==> src/rtl/adder_word_sequencer.sv <==
// adder_word_sequencer
// Multi-word add controller that time-shares one external 16-bit adder.
// Operands of WORDS x 16 bits are fed to the adder one word per cycle,
// least-significant word first. The carry between words is chained
// through carry_q.
// Optional feature macro: SEQ_SUB_EN adds the op_sub port. With op_sub=1
// the block computes A-B by inverting B and forcing the initial carry to 1.
module adder_word_sequencer #(
  parameter int WORDS = 4
) (
  input  logic                  clk,
  input  logic                  rst_n,
  input  logic                  in_valid,
  output logic                  in_ready,
  input  logic [16*WORDS-1:0]   op_a,
  input  logic [16*WORDS-1:0]   op_b,
  input  logic                  op_cin,
`ifdef SEQ_SUB_EN
  input  logic                  op_sub,
`endif
  output logic [15:0]           add_a,
  output logic [15:0]           add_b,
  output logic                  add_cin,
  input  logic [16:0]           add_sum,
  output logic                  out_valid,
  input  logic                  out_ready,
  output logic [16*WORDS-1:0]   out_sum,
  output logic                  out_cout,
  output logic                  busy
);

  localparam int IDX_W = (WORDS > 1) ? $clog2(WORDS) : 1;
  localparam logic [IDX_W-1:0] LAST_IDX = IDX_W'(WORDS - 1);

  typedef enum logic [1:0] {
    ST_IDLE = 2'd0,
    ST_RUN  = 2'd1,
    ST_DONE = 2'd2
  } state_e;

  state_e                state_q, state_d;
  logic [IDX_W-1:0]      idx_q, idx_d;
  logic [16*WORDS-1:0]   a_q, a_d;
  logic [16*WORDS-1:0]   b_q, b_d;
  logic [16*WORDS-1:0]   sum_q, sum_d;
  logic                  carry_q, carry_d;
`ifdef SEQ_SUB_EN
  logic                  sub_q, sub_d;
`endif

  // Bit offset of the word currently being processed.
  logic [IDX_W+3:0]      word_ofs_s;
  assign word_ofs_s = {idx_q, 4'h0};

  // Next-state logic: capture, per-word accumulate, and result hand-off.
  always_comb begin
    state_d = state_q;
    idx_d   = idx_q;
    a_d     = a_q;
    b_d     = b_q;
    sum_d   = sum_q;
    carry_d = carry_q;
`ifdef SEQ_SUB_EN
    sub_d   = sub_q;
`endif
    case (state_q)
      ST_IDLE: begin
        if (in_valid) begin
          a_d     = op_a;
          b_d     = op_b;
          idx_d   = '0;
`ifdef SEQ_SUB_EN
          sub_d   = op_sub;
          // Two's-complement subtract needs +1 on the inverted B.
          carry_d = op_sub ? 1'b1 : op_cin;
`else
          carry_d = op_cin;
`endif
          state_d = ST_RUN;
        end else begin
          state_d = ST_IDLE;
        end
      end
      ST_RUN: begin
        sum_d[word_ofs_s +: 16] = add_sum[15:0];
        carry_d                 = add_sum[16];
        if (idx_q == LAST_IDX) begin
          idx_d   = '0;
          state_d = ST_DONE;
        end else begin
          idx_d   = idx_q + 1'b1;
          state_d = ST_RUN;
        end
      end
      ST_DONE: begin
        // Returning to IDLE first keeps capture out of the hand-off cycle.
        if (out_ready) begin
          state_d = ST_IDLE;
        end else begin
          state_d = ST_DONE;
        end
      end
      default: begin
        state_d = ST_IDLE;
        idx_d   = '0;
      end
    endcase
  end

  // State and datapath registers; asynchronous reset aborts any operation.
  always_ff @(posedge clk or negedge rst_n) begin
    if (!rst_n) begin
      state_q <= ST_IDLE;
      idx_q   <= '0;
      a_q     <= '0;
      b_q     <= '0;
      sum_q   <= '0;
      carry_q <= 1'b0;
`ifdef SEQ_SUB_EN
      sub_q   <= 1'b0;
`endif
    end else begin
      state_q <= state_d;
      idx_q   <= idx_d;
      a_q     <= a_d;
      b_q     <= b_d;
      sum_q   <= sum_d;
      carry_q <= carry_d;
`ifdef SEQ_SUB_EN
      sub_q   <= sub_d;
`endif
    end
  end

  // Adder drive: selected word from registers during RUN, zero otherwise.
  always_comb begin
    add_a   = 16'h0000;
    add_b   = 16'h0000;
    add_cin = 1'b0;
    if (state_q == ST_RUN) begin
      add_a   = a_q[word_ofs_s +: 16];
`ifdef SEQ_SUB_EN
      add_b   = sub_q ? ~b_q[word_ofs_s +: 16] : b_q[word_ofs_s +: 16];
`else
      add_b   = b_q[word_ofs_s +: 16];
`endif
      add_cin = carry_q;
    end else begin
      add_a   = 16'h0000;
      add_b   = 16'h0000;
      add_cin = 1'b0;
    end
  end

  // Handshake and status outputs decode registered state only.
  assign in_ready  = (state_q == ST_IDLE);
  assign out_valid = (state_q == ST_DONE);
  assign busy      = (state_q != ST_IDLE);
  assign out_sum   = sum_q;
  assign out_cout  = carry_q;

endmodule

==> config.mk <==
export PLATFORM = sky130hd
export DESIGN_NAME = adder_word_sequencer
export DESIGN_NICKNAME = d
export VERILOG_FILES = /design/src/rtl/adder_word_sequencer.sv
export SDC_FILE = /design/constraint.sdc
export NUM_CORES = 1
export LEC_CHECK = 0
export ABC_AREA = 0
export CORE_ASPECT_RATIO = 0.75
export CORE_MARGIN = 3
export CORE_UTILIZATION = 40
export DETAILED_ROUTE_END_ITERATION = 16
export GPL_ROUTABILITY_DRIVEN = 1
export HOLD_SLACK_MARGIN = 0.12
export MAX_ROUTING_LAYER = met4
export PLACE_DENSITY = 0.8
export SLEW_MARGIN = 20
export SYNTH_ARGS = -nofsm -noshare
export SYNTH_HDL_FRONTEND = slang
export SYNTH_SLANG_ARGS = --single-unit
==> constraint.sdc <==
create_clock -name clk -period 3.4 [get_ports clk]
set_input_delay 0.85 -clock clk [delete_from_list [all_inputs] [get_ports clk]]
set_output_delay 0.85 -clock clk [all_outputs]
set_load 0.01 [all_outputs]
# == After elaboration in Yosys (flattened, before gate mapping) ==
# Index checks and enable logic that the tools add are counted.
# classes
addsub,2
eq_ne,4
shifts,4
n_mux,13
bitwise_logic,1
reduce_logical,6
# ops
operator,n
indexed part select 64 x 7 -> 16 bit,2
bitwise mux 64 bit,1
variable shift 16 x 8 -> 64 bit (first input constant),1
indexed part select 16 x 8 -> 64 bit,1
2-to-1 mux 16 bit,2
case mux 2 bit (3 select lines),2
2-to-1 mux 2 bit,4
negation 6 -> 8 bit,1
AND reduction 2 bit,3
== test 2 bit (second input constant),2
nonzero test 2 bit,2
2-to-1 mux 1 bit,3
adder 2 x 1 -> 2 bit (second input constant),1
== test 2 x 1 -> 1 bit (second input constant),1
zero test 2 bit,1
inequality test 2 bit (second input constant),1
case mux 1 bit (2 select lines),1
inverter 1 bit,1
# word_totals
reg_bits,197
input_bits,150
out_inout_bits,101
wordCells,36

# == Logic depth before layout (Yosys ltp) ==
# Gate-level depths: netlist of the first run.
# logic_depth
ltp_word,3
mapped_depth,11
ltp_nobuf,5

# == Worst setup path before layout of the first run ==
# No wires, ideal clock.
# synth_timing
kind,register to register
start,register idx_q[1]
end,register sum_q[53] (netlist: out_sum[53])
setup_ns,0.065
t_arrival_ns,2.528
t_required_ns,3.335
setup_slack_ns,0.807
path_stages_with_launch,11
synth_period_minus_slack_ns,2.593
cell_sequence,dfrtp_1 -> clkbuf_1 -> buf_2 -> buf_2 -> inv_1 -> ha_1 -> buf_6 -> or3b_4 -> nor4b_4 -> buf_6 -> a22o_2
# synth_via
elab_chain_len,3
# synth_lines
item,line_no,source
from (decl),42,"logic [IDX_W-1:0] idx_q, idx_d;"
from (signal assigned),124,idx_q <= idx_d;
negation 6 -> 8 bit *,85,sum_d[word_ofs_s +: 16] = add_sum[15:0];
indexed part select 16 x 8 -> 64 bit / variable shift 16 x 8 -> 64 bit (equally long branches),85,
bitwise mux 64 bit *,85,
to (signal assigned),127,sum_q <= sum_d;
to (decl),45,"logic [16*WORDS-1:0] sum_q, sum_d;"
# Mark *: on every way between the ends. The rest lies on a longest branch, timed or not.
# A chain may end at the register's enable or synchronous reset.

# == Worst setup path after layout of the first run ==
# layout_timing
start,register state_q[1]
end,output port add_b[7]
# layout_via
elab_chain_len,2
# layout_lines
item,line_no,source
from (decl),41,"state_e state_q, state_d;"
from (signal assigned),123,state_q <= state_d;
== test 2 x 1 -> 1 bit,140,if (state_q == ST_RUN) begin
2-to-1 mux 16 bit,140,
to (decl),22,"output logic [15:0] add_b,"
# Every way passes these cells.

==> results of run 1 <==
[worst paths after layout]
path	start	endpoint	slack, ps	depth (start not counted)
setup / recovery	state_q[1]$_DFF_PN0_	add_b[7]	200	5
hold / removal	rst_n	b_q[44]$_DFFE_PN0P_	420	1
setup reg to reg	idx_q[1]$_DFFE_PN0P_	out_sum[63]$_DFFE_PN0P_	760	7
hold reg to reg	out_sum[26]$_DFFE_PN0P_	out_sum[26]$_DFFE_PN0P_	490	2
max in group asynchronous	rst_n	a_q[29]$_DFFE_PN0P_	2080	2
min in group clk	out_sum[26]$_DFFE_PN0P_	out_sum[26]$_DFFE_PN0P_	490	2
[metal layers]
layer	wire [µm]	GRT usage, %
met5	0	-
met4	464	6.08
met3	1250	4.39
met2	10500	30.8
met1	10200	27.6
[report_power, final]
part	leakage, µW	internal (µW)	total (µW)	switching (µW)
Sequential	0.00245	3460	4140	680
Combinational	0.00223	2930	5150	2210
Clock	0.000259	978	1910	930
[flip-flops by register name, indices dropped and copies added (netlist names)]
name and count:
a_q 64, out_cout 1, state_q 2, b_q 64
idx_q 2, out_sum 64
[cell usage in the layout, fill, tap and decap left out, drive strengths merged, types with 2 or more instances in the layout]
| cell | instances |
|---|---|
| nand2 | 38 |
| nor2 | 4 |
| mux2 | 128 |
| clkinvlp | 5 |
| and2 | 2 |
| buf | 19 |
| dfrtp | 197 |
| ha | 6 |
| clkbuf | 19 |
| a21oi | 2 |
| nor2b | 2 |
| nand3 | 2 |
| nand3b | 2 |
| mux2i | 64 |
| a22o | 47 |
| clkinv | 3 |
| o22ai | 32 |
| o41ai | 2 |
| o21ai | 16 |
| inv | 11 |
| clkdlybuf4s50 | 249 |
[kinds of logic after synthesis]
family / Yosys count / share of synthesized area (%)
buf+inv: 49 / 3.11
fa+ha+maj: 6 / 0.893
compound gates: 103 / 9.08
mux: 192 / 24.8
simple gates: 58 / 3.54
flops: 197 / 58.6
[layout make-up]
cell class	instances	area [µm²]	area share, %
inverter	6	22.5	0.190
timing repair buffer	269	2740	23.2
multi-input combinational	359	3220	27.2
clock buffer	18	439	3.71
sequential	197	4930	41.7
tap	282	353	2.98
clock inverter	13	118	0.994
[stage by stage]
stage,utilization [%],total power (µW),std cells,instance area [µm²],hold WS (ps)
2_1_floorplan,-,6890,605,8410,480
3_3_place_gp,55.0,9150,1112,11200,462
3_5_place_dp,55.0,9290,1112,11200,470
4_1_cts,57.7,11200,1143,11800,449
5_1_grt,57.9,11900,1144,11800,459
6_report,57.9,11200,1144,11800,423
[critical path, stage by stage, from the launching register on]
cell	delay, ps
dfrtp_1	460
nor2b_1	240
nand2_1	110
buf_4	270
o22ai_1	260
clkdlybuf4s50_1	580
==> results.py, run 1 <==
metrics = {
    "outcome": {
        "run_status": "complete, no violations",
    },
    "synthesis": {
        "synthTopCellsByArea": "dfrtp_1, mux2_2, mux2i_1",
        "netlist_instances": 605,
        "ys_seq_area_share_pct": 58.6,
        "synthFlopType": "dfrtp_1",
        "yosysWarnings": 0,
        "ys_ff_latch": 197,
        "synth_edf_count": 0,
        "synth_top_area_share_pct": 58.6,
        "syn_nets": 761,
        "yosys.area.top_type": "dfrtp_1",
        "synth_area_um2": 8410,
        "async_flop_share_pct": 100,
        "yosysMostFrequentCell": "dfrtp_1",
        "synth_commonest_cells": "dfrtp_1, mux2_2, mux2i_1",
        "synth.distinct_cells": 35,
        "syn_area_per_cell_um2": 13.9,
    },
    "clock_network": {
        "cts_buffers": 17,
        "h-tree-depth": 4,
        "cts_setup_buffers": 0,
        "cts-hold-fix-buffers": 0,
        "cts_sinks": 197,
        "clockBufferDepth": 2,
        "clk_pin_slew_worst_paths_ps": 80,
        "clk_latency_ps": 420,
        "post_cts_resized": 0,
        "cts_tree": "done",
        "root_buffer": "clkbuf_16",
    },
    "placed_design": {
        "place_congestion": 0.769,
        "numPortBuffers": 250,
        "dp.final_hpwl_um": 15800,
        "dp_worst_setup_slack_ps": 549,
    },
    "die": {
        "core_um2": 20400,
        "die_w_um": 173,
        "ioPinCount": 251,
        "num_rows": 45,
        "die_h_um": 132,
        "start_util_pct": 41.1,
        "die-area_um2": 22800,
    },
    "sta": {
        "finalCritPeriodShare_pct": 94.0,
        "slew_headroom_pct": 41.4,
        "finalClockSkew_ps": 6.83,
        "worst_pin_slew_ps": 876,
        "rsz0062_at_grt": "no",
        "post-route-min-period_ps": 3200,
        "finalHoldViolations": 0,
        "fmaxAchievable_ghz": 0.313,
        "drv_slew": 0,
        "fin_ws_ps": 203,
        "fin_tns_setup_ps": 0,
        "setup_viol": 0,
    },
    "global_route": {
        "grt_pass1_wl_um": 36000,
        "antenna_found_initial": 0,
        "grt-ovfl-total": 0,
        "grt_util_all_layers_pct": 20.3,
        "first_global_vias": 6345,
        "grt_start_max_net_pins": 79,
    },
    "detailed_routing": {
        "post_drt_wl_per_cell_um": 19.6,
        "wl_um": 22400,
        "drtAntennaViolNets": 0,
        "vias_per_cell": 5.17,
        "vias": 5909,
        "drc": 0,
        "drt-initial-drc-count": 354,
        "dr.pass1.iters": 4,
    },
    "cells_and_area": {
        "nets": 1006,
        "area_growth_pct": 40.7,
        "drive_gt1_share_pct": 22.5,
        "fill_cells": 1705,
        "num_antenna_cells": 0,
    },
    "critical_path": {
        "timing.critical_path.required_ps": 2550,
        "endpoint_kind": "output pin",
        "start_kind": "register",
        "crit_type": "reg -> out",
        "cp_max_fo": 24,
        "cp.arrival_ps": 2350,
    },
    "pwr": {
        "leakage_uw": 0.00495,
        "p_per_area_nw_per_um2": 946,
        "ir_worst_vdd_mv": 0.410,
    },
    "job": {
        "drv_cap": 0,
    },
    "hold_path": {
        "hp-class": "in -> async",
    },
}
(Power assumes the default switching activity.)
==> inputs of run 2 (changes only) <==
Settings changed: MAX_ROUTING_LAYER met4 to unset.
==> run 2 against run 1 <==
Sequential cell count unchanged. Via count increased by 0.10%. Count of clock-buffer cells in the layout unchanged. Design area unchanged. Clock skew about the same. Clock power about the same. Sequential power about the same. Core utilization unchanged.
==> results.py, run 2 (same netlist as run 1, synthesis figures left out) <==
metrics = {
    "clock_network": {
        "h-tree-depth": 4,
        "post_cts_resized": 0,
        "root_buffer": "clkbuf_16",
        "clk_latency_ps": 420,
        "cts_tree": "done",
        "clockBufferDepth": 2,
        "clk_pin_slew_worst_paths_ps": 80,
        "cts_sinks": 197,
        "cts_buffers": 17,
    },
    "detailed_routing": {
        "wl_um": 22500,
        "post_drt_wl_per_cell_um": 19.6,
        "drtAntennaViolNets": 0,
        "vias_per_cell": 5.17,
        "vias": 5915,
        "drc": 0,
        "drt-initial-drc-count": 325,
        "dr.pass1.iters": 4,
    },
    "placed_design": {
        "dp_worst_setup_slack_ps": 549,
        "placed_cell_area_um2": 11200,
        "dp_cells": 1112,
        "dp.final_hpwl_um": 15800,
        "place_congestion": 0.759,
        "numPortBuffers": 250,
    },
    "global_route": {
        "antenna_found_initial": 0,
        "grt_pass1_wl_um": 36000,
        "grt_start_max_net_pins": 79,
        "grt-ovfl-total": 0,
        "grt_util_all_layers_pct": 19.8,
        "first_global_vias": 6318,
    },
    "critical_path": {
        "path_buf_inv": 2,
        "start_kind": "register",
        "endpoint_kind": "output pin",
        "reg2reg_from": "idx_q[1]$_DFFE_PN0P_",
        "r2r_cells": 7,
        "cp_max_fo": 24,
        "crit_slowest_cell": "clkdlybuf4s50_1",
        "rrSetupSlack_ps": 760,
        "crit_family": "buffers and inverters",
        "worst_path_largest_cell_delay_ps": 580,
        "r2r-end": "out_sum[63]$_DFFE_PN0P_",
        "path_cells": "nor2b_1, nand2_1, buf_4, o22ai_1, clkdlybuf4s50_1",
        "cp.arrival_ps": 2340,
        "crit_type": "reg -> out",
        "timing.critical_path.required_ps": 2550,
    },
    "cells_and_area": {
        "fill_cells": 1705,
        "num_antenna_cells": 0,
        "nets": 1006,
        "multi_input_area_um2": 3220,
        "final_cell_count_no_fill": 1144,
        "final_cell_mix": "clkdlybuf4s50_1, dfrtp_1, mux2_2",
        "final-seq-area_um2": 4930,
        "final_common_cell": "clkdlybuf4s50_1",
        "drive_gt1_share_pct": 22.5,
        "fin_area_um2": 11800,
        "area_growth_pct": 40.7,
    },
    "sta": {
        "slew_headroom_pct": 41.4,
        "post-route-min-period_ps": 3190,
        "rsz0062_at_grt": "no",
        "finalCritPeriodShare_pct": 93.9,
        "fmaxAchievable_ghz": 0.313,
        "hold_ws_ps": 424,
        "worst_pin_slew_ps": 876,
        "fin_tns_setup_ps": 0,
        "finalHoldViolations": 0,
        "setup_viol": 0,
        "drv_slew": 0,
        "fin_ws_ps": 207,
        "finalClockSkew_ps": 6.40,
    },
    "job": {
        "drv_cap": 0,
    },
    "hold_path": {
        "hp-class": "in -> async",
    },
    "die": {
        "num_rows": 45,
        "start_util_pct": 41.1,
        "die-area_um2": 22800,
        "ioPinCount": 251,
        "core_um2": 20400,
        "die_h_um": 132,
        "die_w_um": 173,
    },
    "pwr": {
        "leakage_uw": 0.00495,
        "ir_worst_vdd_mv": 0.407,
        "p_per_area_nw_per_um2": 946,
    },
    "outcome": {
        "run_status": "complete, no violations",
    },
}
==> run 2: cell counts in the layout (fill, tap and decap cells not counted) <==
No cell type changed its count.
==> run 2: layout make-up <==
type	count	share of cell area (%)
well taps	282	2.98
clock buffers	18	3.71
repair buffers	269	23.2
multi-input cells	359	27.2
clock inverters	13	0.994
flip-flops and latches	197	41.7
inverters	6	0.190
==> run 2: worst max-delay path by stage <==
stage | cells after the start | startpoint | endpoint | slack, ps
final | 5 | state_q[1]$_DFF_PN0_ | add_b[3] | 210
after global placement | 4 | idx_q[1]$_DFFE_PN0P_ | add_b[2] | 590
after CTS | 4 | idx_q[1]$_DFFE_PN0P_ | add_a[11] | 70
after detailed placement | 4 | idx_q[1]$_DFFE_PN0P_ | add_a[11] | 550
after floorplan | 10 | idx_q[1]$_DFFE_PN0P_ | out_sum[53]$_DFFE_PN0P_ | 810
after global routing | 5 | state_q[1]$_DFF_PN0_ | add_b[7] | 40
==> run 2: repair_timing <==
action / in CTS / in global routing
setup buffers: 0 / 1
hold buffers: 0 / 0
endpoints found under the setup margin: 0 / 3
==> run 2: stage by stage <==
| step | utilization, % | total power (µW) |
|---|---|---|
| after floorplan | - | 6890 |
| after global placement | 55.0 | 9150 |
| after detailed placement | 55.0 | 9290 |
| after CTS | 57.7 | 11200 |
| after global routing | 57.9 | 11900 |
| final | 57.9 | 11200 |
==> run 2: where the power goes <==
part / total (µW) / internal, µW / leakage (µW) / switching, µW
clock: 1910 / 978 / 0.000259 / 935
combinational: 5150 / 2930 / 0.00223 / 2210
sequential: 4140 / 3460 / 0.00245 / 679
==> run 2: layer usage <==
layer / up-vias / part of all wire, % / global-route usage [%] / wire length (µm)
met5: - / 0 / 0 / 0
met3: 35 / 4.8 / 4.65 / 1080
met2: 165 / 46 / 30.8 / 10400
met4: 0 / 2.3 / 5.94 / 515
met1: 3015 / 47 / 27.5 / 10500
li1: 2700 / - / - / -
==> run 2: worst register-to-register path, stage by stage, from the launching register on <==
cell and delay [ps]:
dfrtp_4 720, buf_16 230, inv_1 100, ha_1 410, or3b_4 430, nor4b_4 240, buf_4 260, a22o_1 190
